===== src/rtl/fraction_mult_arbiter.sv =====
// Round-robin arbiter/sequencer sharing one fraction_multiplier4 among NREQ clients.
// Build option MUL_TIMEOUT_EN adds a BUSY watchdog that aborts a stuck multiply with rsp_err.
module fraction_mult_arbiter #(
    parameter int NREQ           = 4,
    parameter int SETTLE_CYCLES  = 12,
    parameter int TIMEOUT_CYCLES = 32
) (
    input  logic                CLK,
    input  logic                RST,
    input  logic [NREQ-1:0]     req,
    input  logic [4*NREQ-1:0]   req_mplier,
    input  logic [4*NREQ-1:0]   req_mcand,
    output logic [NREQ-1:0]     gnt,
    output logic [NREQ-1:0]     rsp_valid,
    input  logic [NREQ-1:0]     rsp_ack,
    output logic [6:0]          rsp_product,
    output logic                rsp_err,
    output logic                mul_St,
    output logic [3:0]          mul_Mplier,
    output logic [3:0]          mul_Mcand,
    input  logic [6:0]          mul_Product,
    input  logic                mul_Done,
    output logic [2:0]          dbg_state
);

    localparam int IW = (NREQ > 1) ? $clog2(NREQ) : 1;
    localparam int SW = $clog2(SETTLE_CYCLES + 1);
    localparam logic [SW-1:0] SETTLE_LAST = SW'(SETTLE_CYCLES);
    localparam logic [IW:0]   NREQ_W      = (IW+1)'(NREQ);
    localparam logic [IW-1:0] LAST_IDX    = IW'(NREQ - 1);

    typedef enum logic [2:0] {
        S_SETTLE = 3'd0,
        S_IDLE   = 3'd1,
        S_START  = 3'd2,
        S_BUSY   = 3'd3,
        S_RESP   = 3'd4,
        S_DRAIN  = 3'd5
    } state_t;

    state_t          r_state;
    logic [SW-1:0]   r_settle_cnt;
    logic [IW-1:0]   r_ptr;
    logic [IW-1:0]   r_idx;

    logic [2*NREQ-1:0] w_req_dbl;
    logic [NREQ-1:0]   w_req_rot;
    logic [IW-1:0]     w_off;
    logic [IW:0]       w_sum;
    logic [IW-1:0]     w_pick;
    logic              w_found;
    logic [3:0]        w_mplier_arr [NREQ];
    logic [3:0]        w_mcand_arr  [NREQ];

    function automatic logic [NREQ-1:0] onehot(input logic [IW-1:0] i);
        return {{(NREQ-1){1'b0}}, 1'b1} << i;
    endfunction

    genvar g;
    generate
        for (g = 0; g < NREQ; g++) begin : g_ops
            assign w_mplier_arr[g] = req_mplier[4*g +: 4];
            assign w_mcand_arr[g]  = req_mcand[4*g +: 4];
        end
    endgenerate

    // Rotate so bit 0 is the pointer position; the lowest set bit is the winner.
    assign w_req_dbl = {req, req} >> r_ptr;
    assign w_req_rot = w_req_dbl[NREQ-1:0];
    assign w_found   = |req;

    always_comb begin
        w_off = '0;
        for (int k = NREQ - 1; k >= 0; k--) begin
            if (w_req_rot[k]) w_off = IW'(k);
        end
    end

    assign w_sum     = {1'b0, r_ptr} + {1'b0, w_off};
    assign w_pick    = (w_sum >= NREQ_W) ? IW'(w_sum - NREQ_W) : w_sum[IW-1:0];
    assign dbg_state = r_state;

`ifdef MUL_TIMEOUT_EN
    localparam logic [7:0] TIMEOUT_LAST = 8'(TIMEOUT_CYCLES - 1);
    logic [7:0] r_busy_cnt;
    logic       r_err;
    logic       r_timed_out;
    assign rsp_err = r_err;
`else
    assign rsp_err = 1'b0;
`endif

    // Handshakes: gnt is a one-cycle pulse meaning the operands were captured;
    // rsp_valid holds with rsp_product until the matching rsp_ack bit is seen high.
    always_ff @(posedge CLK) begin
        if (RST) begin
            r_state      <= S_SETTLE;
            r_settle_cnt <= '0;
            r_ptr        <= '0;
            r_idx        <= '0;
            gnt          <= '0;
            rsp_valid    <= '0;
            rsp_product  <= '0;
            mul_St       <= 1'b0;
            mul_Mplier   <= '0;
            mul_Mcand    <= '0;
`ifdef MUL_TIMEOUT_EN
            r_busy_cnt   <= '0;
            r_err        <= 1'b0;
            r_timed_out  <= 1'b0;
`endif
        end else begin
            gnt    <= '0;
            mul_St <= 1'b0;
            case (r_state)
                S_SETTLE: begin
                    // The multiplier has no reset; it must be idle before it can accept St.
                    if (r_settle_cnt != SETTLE_LAST) begin
                        r_settle_cnt <= r_settle_cnt + 1'b1;
                    end else if (!mul_Done) begin
                        r_state <= S_IDLE;
                    end
                end
                S_IDLE: begin
                    if (w_found) begin
                        mul_Mplier <= w_mplier_arr[w_pick];
                        mul_Mcand  <= w_mcand_arr[w_pick];
                        r_idx      <= w_pick;
                        gnt        <= onehot(w_pick);
                        r_state    <= S_START;
                    end
                end
                S_START: begin
                    if (!mul_Done) begin
                        mul_St  <= 1'b1;
                        r_state <= S_BUSY;
`ifdef MUL_TIMEOUT_EN
                        r_busy_cnt <= '0;
`endif
                    end
                end
                S_BUSY: begin
                    if (mul_Done) begin
                        rsp_product <= mul_Product;
                        rsp_valid   <= onehot(r_idx);
                        r_state     <= S_RESP;
`ifdef MUL_TIMEOUT_EN
                    end else if (r_busy_cnt == TIMEOUT_LAST) begin
                        rsp_product <= '0;
                        rsp_valid   <= onehot(r_idx);
                        r_err       <= 1'b1;
                        r_timed_out <= 1'b1;
                        r_state     <= S_RESP;
                    end else begin
                        r_busy_cnt <= r_busy_cnt + 1'b1;
`endif
                    end
                end
                S_RESP: begin
                    if (|(rsp_ack & rsp_valid)) begin
                        rsp_valid <= '0;
                        r_ptr     <= (r_idx == LAST_IDX) ? '0 : r_idx + 1'b1;
`ifdef MUL_TIMEOUT_EN
                        r_err <= 1'b0;
                        if (r_timed_out) begin
                            r_timed_out  <= 1'b0;
                            r_settle_cnt <= '0;
                            r_state      <= S_SETTLE;
                        end else begin
                            r_state <= S_DRAIN;
                        end
`else
                        r_state <= S_DRAIN;
`endif
                    end
                end
                S_DRAIN: r_state <= S_IDLE;
                default: r_state <= S_SETTLE;
            endcase
        end
    end

endmodule


===== config.mk =====
export PLATFORM = sky130hd
export DESIGN_NAME = fraction_mult_arbiter
export DESIGN_NICKNAME = d
export VERILOG_FILES = /design/src/rtl/fraction_mult_arbiter.sv
export SDC_FILE = /design/constraint.sdc
export NUM_CORES = 1
export LEC_CHECK = 0
export ABC_CLOCK_PERIOD_IN_PS = 3600
export CAP_MARGIN = 40
export CORE_ASPECT_RATIO = 1.1
export CORE_MARGIN = 3
export CORE_UTILIZATION = 43
export DETAILED_ROUTE_END_ITERATION = 16
export HOLD_SLACK_MARGIN = 0.12
export PLACE_DENSITY = 0.88
export SKIP_LAST_GASP = 1
export SYNTH_ARGS = -nofsm -noshare
export SYNTH_HDL_FRONTEND = slang
export SYNTH_SLANG_ARGS = --single-unit

===== constraint.sdc =====
create_clock -name CLK -period 3.6 [get_ports CLK]
set_input_delay 0.72 -clock CLK [delete_from_list [all_inputs] [get_ports CLK]]
set_output_delay 0.72 -clock CLK [all_outputs]
set_load 0.02 [all_outputs]

; Word-level counts from Yosys, hierarchy flattened
; Cells that the tools add are included.
[word_totals]
ff_bits = 35
input_bits = 50
elab_cells = 72
[classes]
add_sub_neg = 4
order_cmp = 2
eq_ne = 13
shift = 3
n_mux = 23
n_bitwise = 5
reduce_logical = 12
[ops]
columns = cell, n
row1 = 4-bit two-way mux, 6
row2 = 3-bit two-way mux, 6
row3 = 3-bit one-hot mux with 6 select lines, 1
row4 = 4-bit binary-select mux with 2-bit select, 2
row5 = 2-bit two-way mux, 6
row6 = 2-bit inequality test (second input constant), 6
row7 = 4-bit one-hot mux with 2 select lines, 1
row8 = 2-bit AND reduction, 4
row9 = 4-bit OR reduction, 2
row10 = 1-bit by 2-bit << shifter with 4-bit output (first input constant), 2
row11 = 8-bit by 2-bit >> shifter with 4-bit output, 1
row12 = 3-bit by 2-bit == test with 1-bit output (second input constant), 2
row13 = 3-bit == test (second input constant), 2
row14 = 3-bit greater-or-equal comparator (second input constant), 2
row15 = 6-bit AND reduction, 1
row16 = 4-bit by 1-bit adder with 4-bit output (second input constant), 1
row17 = 4-bit bitwise AND, 1
row18 = 4-bit inequality test (second input constant), 1
row19 = 2-bit by 2-bit adder with 3-bit output, 1
row20 = 3-bit by 1-bit == test with 1-bit output (second input constant), 1
row21 = 3-bit logical NOT, 1
row22 = 1-bit NOT, 3
row23 = 2-bit NOT with 3-bit output, 1
row24 = 3-bit AND reduction, 1
row25 = other kinds (7), 7

; Longest topological paths before layout
; Gate-level depths: netlist of run 1.
[logic_depth]
word_depth = 12
mapped_depth = 11

; Least setup slack after synthesis of run 1
; OpenSTA, ideal clock, no wires.
[synth_timing]
path_type = input port to flip-flop
from = input req[2]
to = register mul_Mcand[0]
setup_time_ns = 0.117
t_arrival_ns = 2.752
t_required_ns = 3.483
setup_slack_ns = 0.731
cell_stages = 9
n_path_buf = 2
cell_sequence = buf_2 -> nor2_1 -> nor3_1 -> a21oi_1 -> o21ai_1 -> ha_1 -> clkbuf_1 -> mux4_1 -> a22o_1
[synth_via]
elab_chain_cells = 12
elab_cells_between_ends = 15
classes_between = add/sub: 2 / order compare: 1 / shift: 1 / mux: 8 / bitwise: 1 / reduce/logical: 2
[synth_lines]
columns = element, line_no
row1 = start: declaration, 10  ; input logic [NREQ-1:0] req,
row2 = 8-bit by 2-bit >> shifter with 4-bit output (*), 68  ; assign w_req_dbl = {req, req} >> r_ptr;
row3 = 2-bit two-way mux (3 in a row), 75  ; if (w_req_rot[k]) w_off = IW'(k);
row4 = 2-bit two-way mux (*), 75
row5 = 2-bit by 2-bit adder with 3-bit output (*), 79  ; assign w_sum = {1'b0, r_ptr} + {1'b0, w_off};
row6 = 3-bit greater-or-equal comparator / 2-bit by 1-bit subtractor with 2-bit output (equally long branches), 80  ; assign w_pick = (w_sum >= NREQ_W) ? IW'(w_sum - NREQ_W) : w_sum[IW-1:0];
row7 = 2-bit two-way mux (*), 80
row8 = net w_pick[0], 50  ; logic [IW-1:0] w_pick;
row9 = 2-bit NOT with 3-bit output (implied by the code) (*), 127  ; mul_Mcand <= w_mcand_arr[w_pick];
row10 = 4-bit binary-select mux with 2-bit select (*), 127
row11 = 4-bit two-way mux (implied by the code) (*) (2 in a row), 127
row12 = end signal: assignment, 127
row13 = end: declaration, 20  ; output logic [3:0] mul_Mcand,
; The timed path passes the listed nets; every way through them passes the cells marked *. The select of a mux whose other input is x is not followed.
; A chain may end at the register's enable or synchronous reset.

; Final worst setup path of run 1
[layout_timing]
from = input req[2]
to = register mul_Mcand[0]
[layout_via]
elab_chain_cells = 12
elab_cells_between_ends = 15
classes_between = add/sub: 2 / order compare: 1 / shift: 1 / mux: 8 / bitwise: 1 / reduce/logical: 2
[layout_lines]
columns = element, line_no
row1 = 8-bit by 2-bit >> shifter with 4-bit output, 68
row2 = 2-bit two-way mux (4 in a row), 75
row3 = 2-bit by 2-bit adder with 3-bit output, 79
row4 = 3-bit greater-or-equal comparator / 2-bit by 1-bit subtractor with 2-bit output (equally long branches), 80
row5 = 2-bit two-way mux, 80
row6 = 2-bit NOT with 3-bit output (implied by the code), 127
row7 = 4-bit binary-select mux with 2-bit select, 127
row8 = 4-bit two-way mux (implied by the code) (2 in a row), 127
; Several ways; a longest one is shown, not always the timed one. The select of a mux whose other input is x is not followed.

==> flow_metrics.env, run 1 <==
export IMPL_ys_seq_elements=35
export IMPL_antennaDiodeCount=0
export IMPL_synth_area_per_cell_um2=8.921
export IMPL_leakage_nw=1.057
export IMPL_cp_max_fo=8
export IMPL_ys_async_sr_fraction_pct=0
export IMPL_port_buffers=76
export IMPL_ir_worst_vdd_v=0.0001487
export IMPL_whs_endpoint="rsp_product[2]"
export IMPL_fin_crit_ns=2.975
export IMPL_min_path_cells=2
export IMPL_reg2reg_depth=8
export IMPL_netlist_instances=215
export IMPL_die_area_um2=5299
export IMPL_fp_row_count=24
export IMPL_rsz0062_at_grt="no"
export IMPL_cts_tree="built"
export IMPL_gp_congestion=0.7954
export IMPL_setup_violations=0
export IMPL_synth_edf_count=0
export IMPL_fin_setup_tns_ns=0
export IMPL_numCtsBuffers=5
export IMPL_worstReg2RegEnd="mul_Mcand[0]"
export IMPL_grt_total_usage_pct=16.85
export IMPL_overflow=0
export IMPL_n_fill_cell=348
export IMPL_r2r_slack_ns=1.12
export IMPL_grt_pass1_vias=1721
export IMPL_vias=1767
export IMPL_grt_max_degree=20
export IMPL_synthToLayoutAreaGrowth_pct=46.31
export IMPL_die_y_um=76.05
export IMPL_drt_iter0_markers=119
export IMPL_root_buffer="clkbuf_8"
export IMPL_endpoint_kind="flip-flop"
export IMPL_min_period_over_period_pct=82.65
export IMPL_antenna_found_initial=0
export IMPL_syn_area_um2=1918
export IMPL_ctsResizeCount=0
export IMPL_powerDensity_nw_per_um2=289.8
export IMPL_ant_nets=0
export IMPL_post_cts_buffers=0
export IMPL_synth_flop_cell="dfxtp_1"
export IMPL_hold_ws_ns=0.4540
export IMPL_min_path_type="reg -> reg"
export IMPL_ys_types=45
export IMPL_required_ns=3.78
export IMPL_r2r_start="r_ptr[0]"
export IMPL_dr_pass1_iters=4
export IMPL_fp_dieW_um=69.68
export IMPL_status="finished, final reports clean"
export IMPL_wl_per_cell_um=13.31
export IMPL_path_clk_slew_ns=0.07
export IMPL_hp_start="rsp_product[2]"
export IMPL_startpoint_type="input port"
export IMPL_skew_ns=0.003040
export IMPL_cap_violations=0
export IMPL_drc_errors=0
export IMPL_vias_per_cell=5.197
export IMPL_core_area_um2=4114
export IMPL_drv_slew=0
export IMPL_worst_pin_slew_ns=0.6063
export IMPL_cts_sinks=35
export IMPL_dp_hpwl_um=3541
export IMPL_grt_pass1_wl_um=7417
export IMPL_ctsHoldBuffers=0
export IMPL_worstSetupPathType="in -> reg"
export IMPL_io_pins=78
export IMPL_syn_nets=272
export IMPL_insertion_delay_ns=0.28
export IMPL_ys_seq_area_share_pct=36.53
export IMPL_slew_headroom_pct=59.43
export IMPL_max_freq_ghz=0.3361
export IMPL_ys_warn_count=0
export IMPL_initial_utilization_pct=46.62
export IMPL_layout_nets=345
export IMPL_hold_violations=0
export IMPL_cts_buffer_depth=2
export IMPL_wirelength_um=4527
export IMPL_drive_above_1_share_pct=7.292
export IMPL_h_tree_depth=2
export IMPL_crit_arrival_ns=3.16
## Yosys cell counts, drive strengths merged, types with 2 or more instances
| library cell | n | area [um^2] |
|---|---|---|
| dfxtp | 35 | 700.7 |
| nand2 | 26 | 97.59 |
| mux2i | 24 | 240.2 |
| nor2 | 22 | 85.09 |
| a21oi | 15 | 75.07 |
| o21ai | 10 | 50.04 |
| clkbuf | 9 | 35.03 |
| a22oi | 7 | 52.55 |
| ha | 7 | 87.58 |
| inv | 7 | 26.27 |
| mux2 | 7 | 78.82 |
| buf | 5 | 32.53 |
| nand3 | 5 | 25.02 |
| nor3 | 4 | 20.02 |
| xor2 | 4 | 42.55 |
| a311oi | 3 | 32.53 |
| a211oi | 2 | 15.01 |
| a22o | 2 | 17.52 |
| nand2b | 2 | 12.51 |
| nor3b | 2 | 15.01 |
| o32ai | 2 | 25.03 |
## power by group
part	internal, mW	switching, mW	total, mW
clock	0.150	0.133	0.283
combinational	0.0845	0.0519	0.136
sequential	0.390	0.00352	0.394
## worst max path at each step
stage	startpoint	to	slack, ns	depth (start not counted)
global placement	req[3]	mul_Mcand[0]	0.40	9
detailed placement	req[2]	mul_Mcand[0]	0.31	10
floorplan	req[2]	mul_Mcand[0]	0.73	9
CTS	req[2]	mul_Mcand[0]	0.61	10
finish	req[2]	mul_Mcand[0]	0.62	10
global route	req[2]	mul_Mcand[0]	0.44	10
## flip-flops by register name, summed over array words and instances, names as in the netlist
name and flops:
dbg_state 3, gnt 4, mul_Mcand 4, mul_Mplier 4
mul_St 1, r_idx 2, r_ptr 2, r_settle_cnt 4
rsp_product 7, rsp_valid 4
## per-stage QoR
stage | util, % | worst slack [ns] | instances | instance area [um^2] | power (mW)
detailed placement | 66.09 | 0.3081 | 333 | 2719 | 0.5393
floorplan | - | 0.7313 | 215 | 1918 | 0.4716
global placement | 66.09 | 0.4020 | 333 | 2719 | 0.5350
CTS | 68.22 | 0.6065 | 340 | 2806 | 0.8224
global route | 68.22 | 0.4376 | 340 | 2806 | 0.8507
finish | 68.22 | 0.6247 | 340 | 2806 | 0.8133
## layer usage
layer / wire [um] / GRT usage [%] / part of all wire [%]
met5: 0 / 0 / 0
met4: 59 / 6.705 / 1.3
met3: 494 / 8.707 / 11
met2: 2166 / 29.29 / 48
met1: 1806 / 16.93 / 40
## worst max-delay path, cell delays in order
cell and delay [ns]:
clkdlybuf4s50_1 0.63, nor2_1 0.12, nor3_1 0.18, a21oi_1 0.10, o21ai_1 0.10, ha_1 0.17
xor2_1 0.34, xor2_2 0.27, mux4_1 0.32, a22o_1 0.20
## cells in the final DEF (no fill, tap or decap), types with 2 or more instances in the layout
master            n
clkdlybuf4s50_1  76
nor2_1           21
a22o_1            2
xor2_1            3
a21oi_1          15
nand2_1          26
inv_1             6
nand2b_1          2
buf_4             3
dfxtp_1          35
ha_1              7
a211oi_1          2
mux2_2            4
o21ai_1           9
a311oi_1          2
mux2i_1          24
a22oi_1           7
mux2_1            3
nor3_1            4
clkbuf_8          6
nand3_1           5
nor3b_1           2
## final cells by class
cell class,count,area [um^2],share of cell area [%]
Clock buffer,6,82.58,2.942
Clock inverter,1,5.005,0.1783
Inverter,7,26.28,0.9362
Multi-Input combinational cell,159,1124,40.04
Sequential cell,35,700.7,24.97
Tap cell,52,65.06,2.318
Timing Repair Buffer,80,803.3,28.62
## cells by family after synthesis
kind of cell,after synthesis,synth area share [%]
AND/OR/NAND/NOR,69,16.31
buffers and inverters,21,4.892
flip-flops,35,36.53
AO/OA/AOI/OAI,45,16.83
XOR/XNOR,5,2.675
multiplexers,32,18.00
adder cells (fa/ha/maj),7,4.566
other,1,0.1955
Power figures use the tool's default switching activity.
==> inputs of run 2 (changes only) <==
--- a/config.mk
+++ b/config.mk
@@ -5,14 +5,14 @@
 export SDC_FILE = /design/constraint.sdc
 export NUM_CORES = 1
 export LEC_CHECK = 0
-export ABC_CLOCK_PERIOD_IN_PS = 3600
+export ABC_CLOCK_PERIOD_IN_PS = 2500
 export CAP_MARGIN = 40
 export CORE_ASPECT_RATIO = 1.1
 export CORE_MARGIN = 3
-export CORE_UTILIZATION = 43
+export CORE_UTILIZATION = 39
 export DETAILED_ROUTE_END_ITERATION = 16
 export HOLD_SLACK_MARGIN = 0.12
-export PLACE_DENSITY = 0.88
+export PLACE_DENSITY = 0.84
 export SKIP_LAST_GASP = 1
 export SYNTH_ARGS = -nofsm -noshare
 export SYNTH_HDL_FRONTEND = slang
==> constraint.sdc (replaced) <==
create_clock -name CLK -period 2.5 [get_ports CLK]
set_input_delay 0.5 -clock CLK [delete_from_list [all_inputs] [get_ports CLK]]
set_output_delay 0.5 -clock CLK [all_outputs]
set_load 0.02 [all_outputs]
==> flow_metrics.env, run 2 (synthesis gave the netlist of run 1 again) <==
export IMPL_slew_headroom_pct=60.86
export IMPL_synthToLayoutAreaGrowth_pct=55.32
export IMPL_ctsHoldBuffers=0
export IMPL_worst_slack_ns=0.3000
export IMPL_numCtsBuffers=5
export IMPL_gp_congestion=0.8018
export IMPL_io_pins=78
export IMPL_min_path_cells=2
export IMPL_largest_register_ffs=7
export IMPL_max_freq_ghz=0.4545
export IMPL_grt_pass1_wl_um=8045
export IMPL_startpoint_type="input port"
export IMPL_r2r_slack_ns=0.39
export IMPL_vias_per_cell=5.150
export IMPL_post_route_util_pct=63.60
export IMPL_port_buffers=76
export IMPL_overflow=0
export IMPL_ant_nets=0
export IMPL_die_area_um2=5797
export IMPL_r2r_start="r_ptr[0]"
export IMPL_drc_errors=0
export IMPL_fin_setup_tns_ns=0
export IMPL_powerDensity_nw_per_um2=399.8
export IMPL_slowest_delay_ns=0.55
export IMPL_status="finished, final reports clean"
export IMPL_cpMaxStageDelayCell="mux4_1"
export IMPL_hp_start="rsp_product[5]"
export IMPL_hold_violations=0
export IMPL_wl_per_cell_um=13.45
export IMPL_root_buffer="clkbuf_8"
export IMPL_drive_above_1_share_pct=13.82
export IMPL_total_power_mw=1.191
export IMPL_antenna_found_initial=0
export IMPL_stdcell_area_um2=2979
export IMPL_ir_worst_vdd_v=0.0002016
export IMPL_final_cell_mix="clkdlybuf4s50_1, dfxtp_1, nand2_1, mux2i_1, nor2_1"
export IMPL_crit_arrival_ns=2.37
export IMPL_initial_utilization_pct=40.95
export IMPL_path_cells="dlymetal6s2s_1 -> buf_4 -> nor2_1 -> nor4_1 -> a21oi_1 -> o21ai_1 -> ha_2 -> mux4_1 -> a22o_1"
export IMPL_rsz0062_at_grt="no"
export IMPL_layout_nets=361
export IMPL_wirelength_um=4843
export IMPL_dp_hpwl_um=3729
export IMPL_fin_crit_ns=2.200
export IMPL_path_clk_slew_ns=0.06
export IMPL_drv_slew=0
export IMPL_dp_cells=351
export IMPL_wl_met3_um=526
export IMPL_endpoint_kind="flip-flop"
export IMPL_highest_layer="met4"
export IMPL_reg2reg_depth=6
export IMPL_cts_buffer_depth=2
export IMPL_worstReg2RegEnd="mul_Mcand[0]"
export IMPL_place_area_um2=2829
export IMPL_fp_dieW_um=72.87
export IMPL_cts_sinks=35
export IMPL_required_ns=2.67
export IMPL_die_y_um=79.56
export IMPL_min_path_type="reg -> reg"
export IMPL_crit_buf_inv=2
export IMPL_instances_no_fill=360
export IMPL_skew_ns=0.01013
export IMPL_largest_register="rsp_product"
export IMPL_cp_max_fo=4
export IMPL_layout_commonest_cell="clkdlybuf4s50_1"
export IMPL_whs_endpoint="rsp_product[5]"
export IMPL_crit_family="multiplexers"
export IMPL_cts_tree="built"
export IMPL_drt_iter0_markers=79
export IMPL_grt_max_degree=26
export IMPL_fp_row_count=26
export IMPL_worst_pin_slew_ns=0.5849
export IMPL_worstSetupPathType="in -> reg"
export IMPL_core_area_um2=4684
export IMPL_h_tree_depth=2
export IMPL_grt_pass1_vias=1917
export IMPL_route_met2_wl_um=2396
export IMPL_antennaDiodeCount=0
export IMPL_dp_slack_ns=-0.3006
export IMPL_n_fill_cell=403
export IMPL_cap_violations=0
export IMPL_grt_total_usage_pct=17.71
export IMPL_min_period_over_period_pct=88.00
export IMPL_hold_ws_ns=0.4582
export IMPL_setup_violations=0
export IMPL_dr_pass1_iters=4
export IMPL_vias=1854
export IMPL_wl_met1_um=1829
export IMPL_leakage_nw=1.175
export IMPL_insertion_delay_ns=0.29
-- run 2: worst max-delay path by stage --
stage,start,end,slack (ns),depth (start not counted)
floorplan,req[2],mul_Mcand[0],0.07,9
global placement,req[3],mul_Mcand[0],-0.25,9
detailed placement,req[3],mul_Mcand[1],-0.30,12
CTS,req[3],mul_Mcand[1],0.006,12
global route,req[3],mul_Mplier[3],0.11,12
finish,req[3],mul_Mcand[0],0.30,9
-- run 2: timing repair --
item | 4_1_cts | 5_1_grt
resized for setup | 1 | 8
pin swaps | 0 | 2
setup endpoints to repair | 5 | 8
gates cloned | 0 | 1
setup buffers | 1 | 0
-- run 2: final cells by class --
cell class | instances | area (um^2) | area share, %
Tap cell | 56 | 70.07 | 2.352
Inverter | 7 | 26.28 | 0.8820
Clock inverter | 1 | 5.005 | 0.1680
Clock buffer | 6 | 82.58 | 2.772
Timing Repair Buffer | 96 | 950.9 | 31.92
Sequential cell | 35 | 700.7 | 23.52
Multi-Input combinational cell | 159 | 1144 | 38.39
-- run 2: routing by layer --
layer / track usage (%) / up-vias
met5: 0 / -
met1: 17.34 / 831
met3: 8.186 / 11
li1: - / 936
met2: 31.95 / 76
met4: 6.642 / 0
-- run 2: worst register-to-register path, stage by stage (launching register included) --
cell      delay, ns
dfxtp_1        0.45
nor3_1         0.09
a311oi_1       0.21
o21ai_1        0.10
ha_2           0.39
mux4_1         0.55
a22o_1         0.20
-- run 2: where the power goes --
group          switching (mW)  total, mW  internal [mW]
logic                  0.0804      0.218          0.138
registers             0.00466      0.567          0.562
clock network           0.191      0.406          0.216
total                   0.276       1.19          0.916
==> inputs of run 3 (changes only) <==
--- a/config.mk
+++ b/config.mk
@@ -7,12 +7,12 @@
 export LEC_CHECK = 0
 export ABC_CLOCK_PERIOD_IN_PS = 2500
 export CAP_MARGIN = 40
-export CORE_ASPECT_RATIO = 1.1
 export CORE_MARGIN = 3
 export CORE_UTILIZATION = 39
 export DETAILED_ROUTE_END_ITERATION = 16
 export HOLD_SLACK_MARGIN = 0.12
 export PLACE_DENSITY = 0.84
+export SETUP_SLACK_MARGIN = 0.1
 export SKIP_LAST_GASP = 1
 export SYNTH_ARGS = -nofsm -noshare
 export SYNTH_HDL_FRONTEND = slang
==> flow_metrics.env, run 3 (synthesis gave the netlist of run 1 again) <==
export IMPL_status="finished, final reports clean"
export IMPL_initial_utilization_pct=42.30
export IMPL_grt_pass1_vias=1911
export IMPL_met1_usage_pct=18.80
export IMPL_wirelength_um=5013
export IMPL_max_freq_ghz=0.4318
export IMPL_wl_per_cell_um=13.40
export IMPL_final_cell_mix="clkdlybuf4s50_1, dfxtp_1, nand2_1, buf_4, mux2i_1"
export IMPL_cp_max_fo=7
export IMPL_root_buffer="clkbuf_8"
export IMPL_io_pins=78
export IMPL_fin_setup_tns_ns=0
export IMPL_startpoint_type="input port"
export IMPL_cts_buffer_depth=2
export IMPL_drive_above_1_share_pct=15.86
export IMPL_rsz0062_at_grt="no"
export IMPL_largest_register_ffs=7
export IMPL_vias=1928
export IMPL_ant_nets=0
export IMPL_grt_busiest_layer="met2"
export IMPL_crit_arrival_ns=2.49
export IMPL_gp_congestion=0.7822
export IMPL_setup_violations=0
export IMPL_largest_register="rsp_product"
export IMPL_grt_max_degree=26
export IMPL_layout_nets=365
export IMPL_antenna_found_initial=0
export IMPL_die_y_um=76.13
export IMPL_min_path_type="reg -> reg"
export IMPL_numCtsBuffers=5
export IMPL_cts_tree="built"
export IMPL_core_area_um2=4534
export IMPL_hold_violations=0
export IMPL_leakage_nw=1.174
export IMPL_hold_ws_ns=0.4561
export IMPL_skew_ns=0.007029
export IMPL_ir_worst_vdd_v=0.0002185
export IMPL_powerDensity_nw_per_um2=407.9
export IMPL_port_buffers=76
export IMPL_endpoint_kind="flip-flop"
export IMPL_worstSetupPathType="in -> reg"
export IMPL_drt_iter0_markers=78
export IMPL_vias_per_cell=5.155
export IMPL_fp_dieW_um=76.13
export IMPL_overflow=0
export IMPL_cts_sinks=35
export IMPL_required_ns=2.67
export IMPL_path_clk_slew_ns=0.07
export IMPL_grtUsageMet3_pct=6.501
export IMPL_dp_cells=364
export IMPL_grt_total_usage_pct=17.66
export IMPL_dr_pass1_iters=4
export IMPL_die_area_um2=5796
export IMPL_insertion_delay_ns=0.28
export IMPL_min_period_over_period_pct=92.64
export IMPL_instances_no_fill=374
export IMPL_ctsHoldBuffers=0
export IMPL_fin_crit_ns=2.316
export IMPL_antennaDiodeCount=0
export IMPL_fp_row_count=24
export IMPL_grt_pass1_wl_um=8459
export IMPL_dp_hpwl_um=3740
export IMPL_drc_errors=0
export IMPL_use_met2_pct=31.03
export IMPL_cap_violations=0
export IMPL_h_tree_depth=2
export IMPL_synthToLayoutAreaGrowth_pct=58.84
export IMPL_layout_commonest_cell="clkdlybuf4s50_1"
export IMPL_drv_slew=0
-- run 3: changes by cell type in the layout (fill, tap and decap cells not counted), moves of 2 or more --
cell,before,now
dlymetal6s2s_1,4,0
buf_4,18,22
mux2i_1,22,20
mux2i_2,2,4
dlygate4sd2_1,0,3
-- run 3: final timing paths --
kind / cells after the start / start / slack [ns] / to
worst max-delay path: 10 / req[3] / 0.18 / mul_Mplier[3]
worst min-delay path: 2 / rsp_product[3] / 0.46 / rsp_product[3]
worst max register to register: 9 / r_ptr[0] / 0.33 / mul_Mplier[3]
worst min register to register: 2 / rsp_product[3] / 0.46 / rsp_product[3]
-- run 3: power breakdown --
group	leakage [nW]	switching [mW]	internal [mW]
clock	0.0515	0.192	0.251
combinational	0.840	0.0859	0.147
sequential	0.282	0.00503	0.562
total	1.17	0.283	0.960
-- run 3: cell type report --
| type | count | area, um^2 |
|---|---|---|
| Inverter | 7 | 26.28 |
| Multi-Input combinational cell | 159 | 1164 |
| Sequential cell | 35 | 700.7 |
| Clock buffer | 8 | 100.1 |
| Tap cell | 65 | 81.33 |
| Timing Repair Buffer | 100 | 974.7 |
| Fill cell | 372 | 1488 |
-- run 3: worst max-delay path: stages --
cell             delay (ns)
clkdlybuf4s15_1        0.27
inv_1                  0.11
o311a_1                0.30
o21ai_1                0.22
ha_4                   0.26
bufbuf_16              0.28
mux2i_2                0.19
mux2i_1                0.10
a22oi_1                0.16
o21ai_1                0.09
-- run 3: layer usage --
metal | vias up | share of wire, %
li1 | 946 | -
met2 | 99 | 48
met3 | 17 | 10
met4 | 0 | 2.8
met5 | - | 0
met1 | 866 | 39
-- run 3: timing repair --
item / in CTS / in global routing
pin swaps: 2 / 3
gates cloned: 1 / 0
resized for setup: 8 / 5
setup endpoints to repair: 8 / 6
setup buffers: 0 / 1
hold endpoints to repair: 0 / 0
-- run 3: stage by stage --
step                      util, %  total power [mW]  cell area [um^2]  setup slack, ns
after global placement      63.47            0.7865              2878          -0.2157
after detailed placement    63.47            0.7925              2878          -0.2877
after CTS                   66.56             1.247              3018           0.1765
final                       67.19             1.243              3047           0.1840
after floorplan                 -            0.6800              1929           0.1310
after global routing        67.19             1.299              3047          0.09407
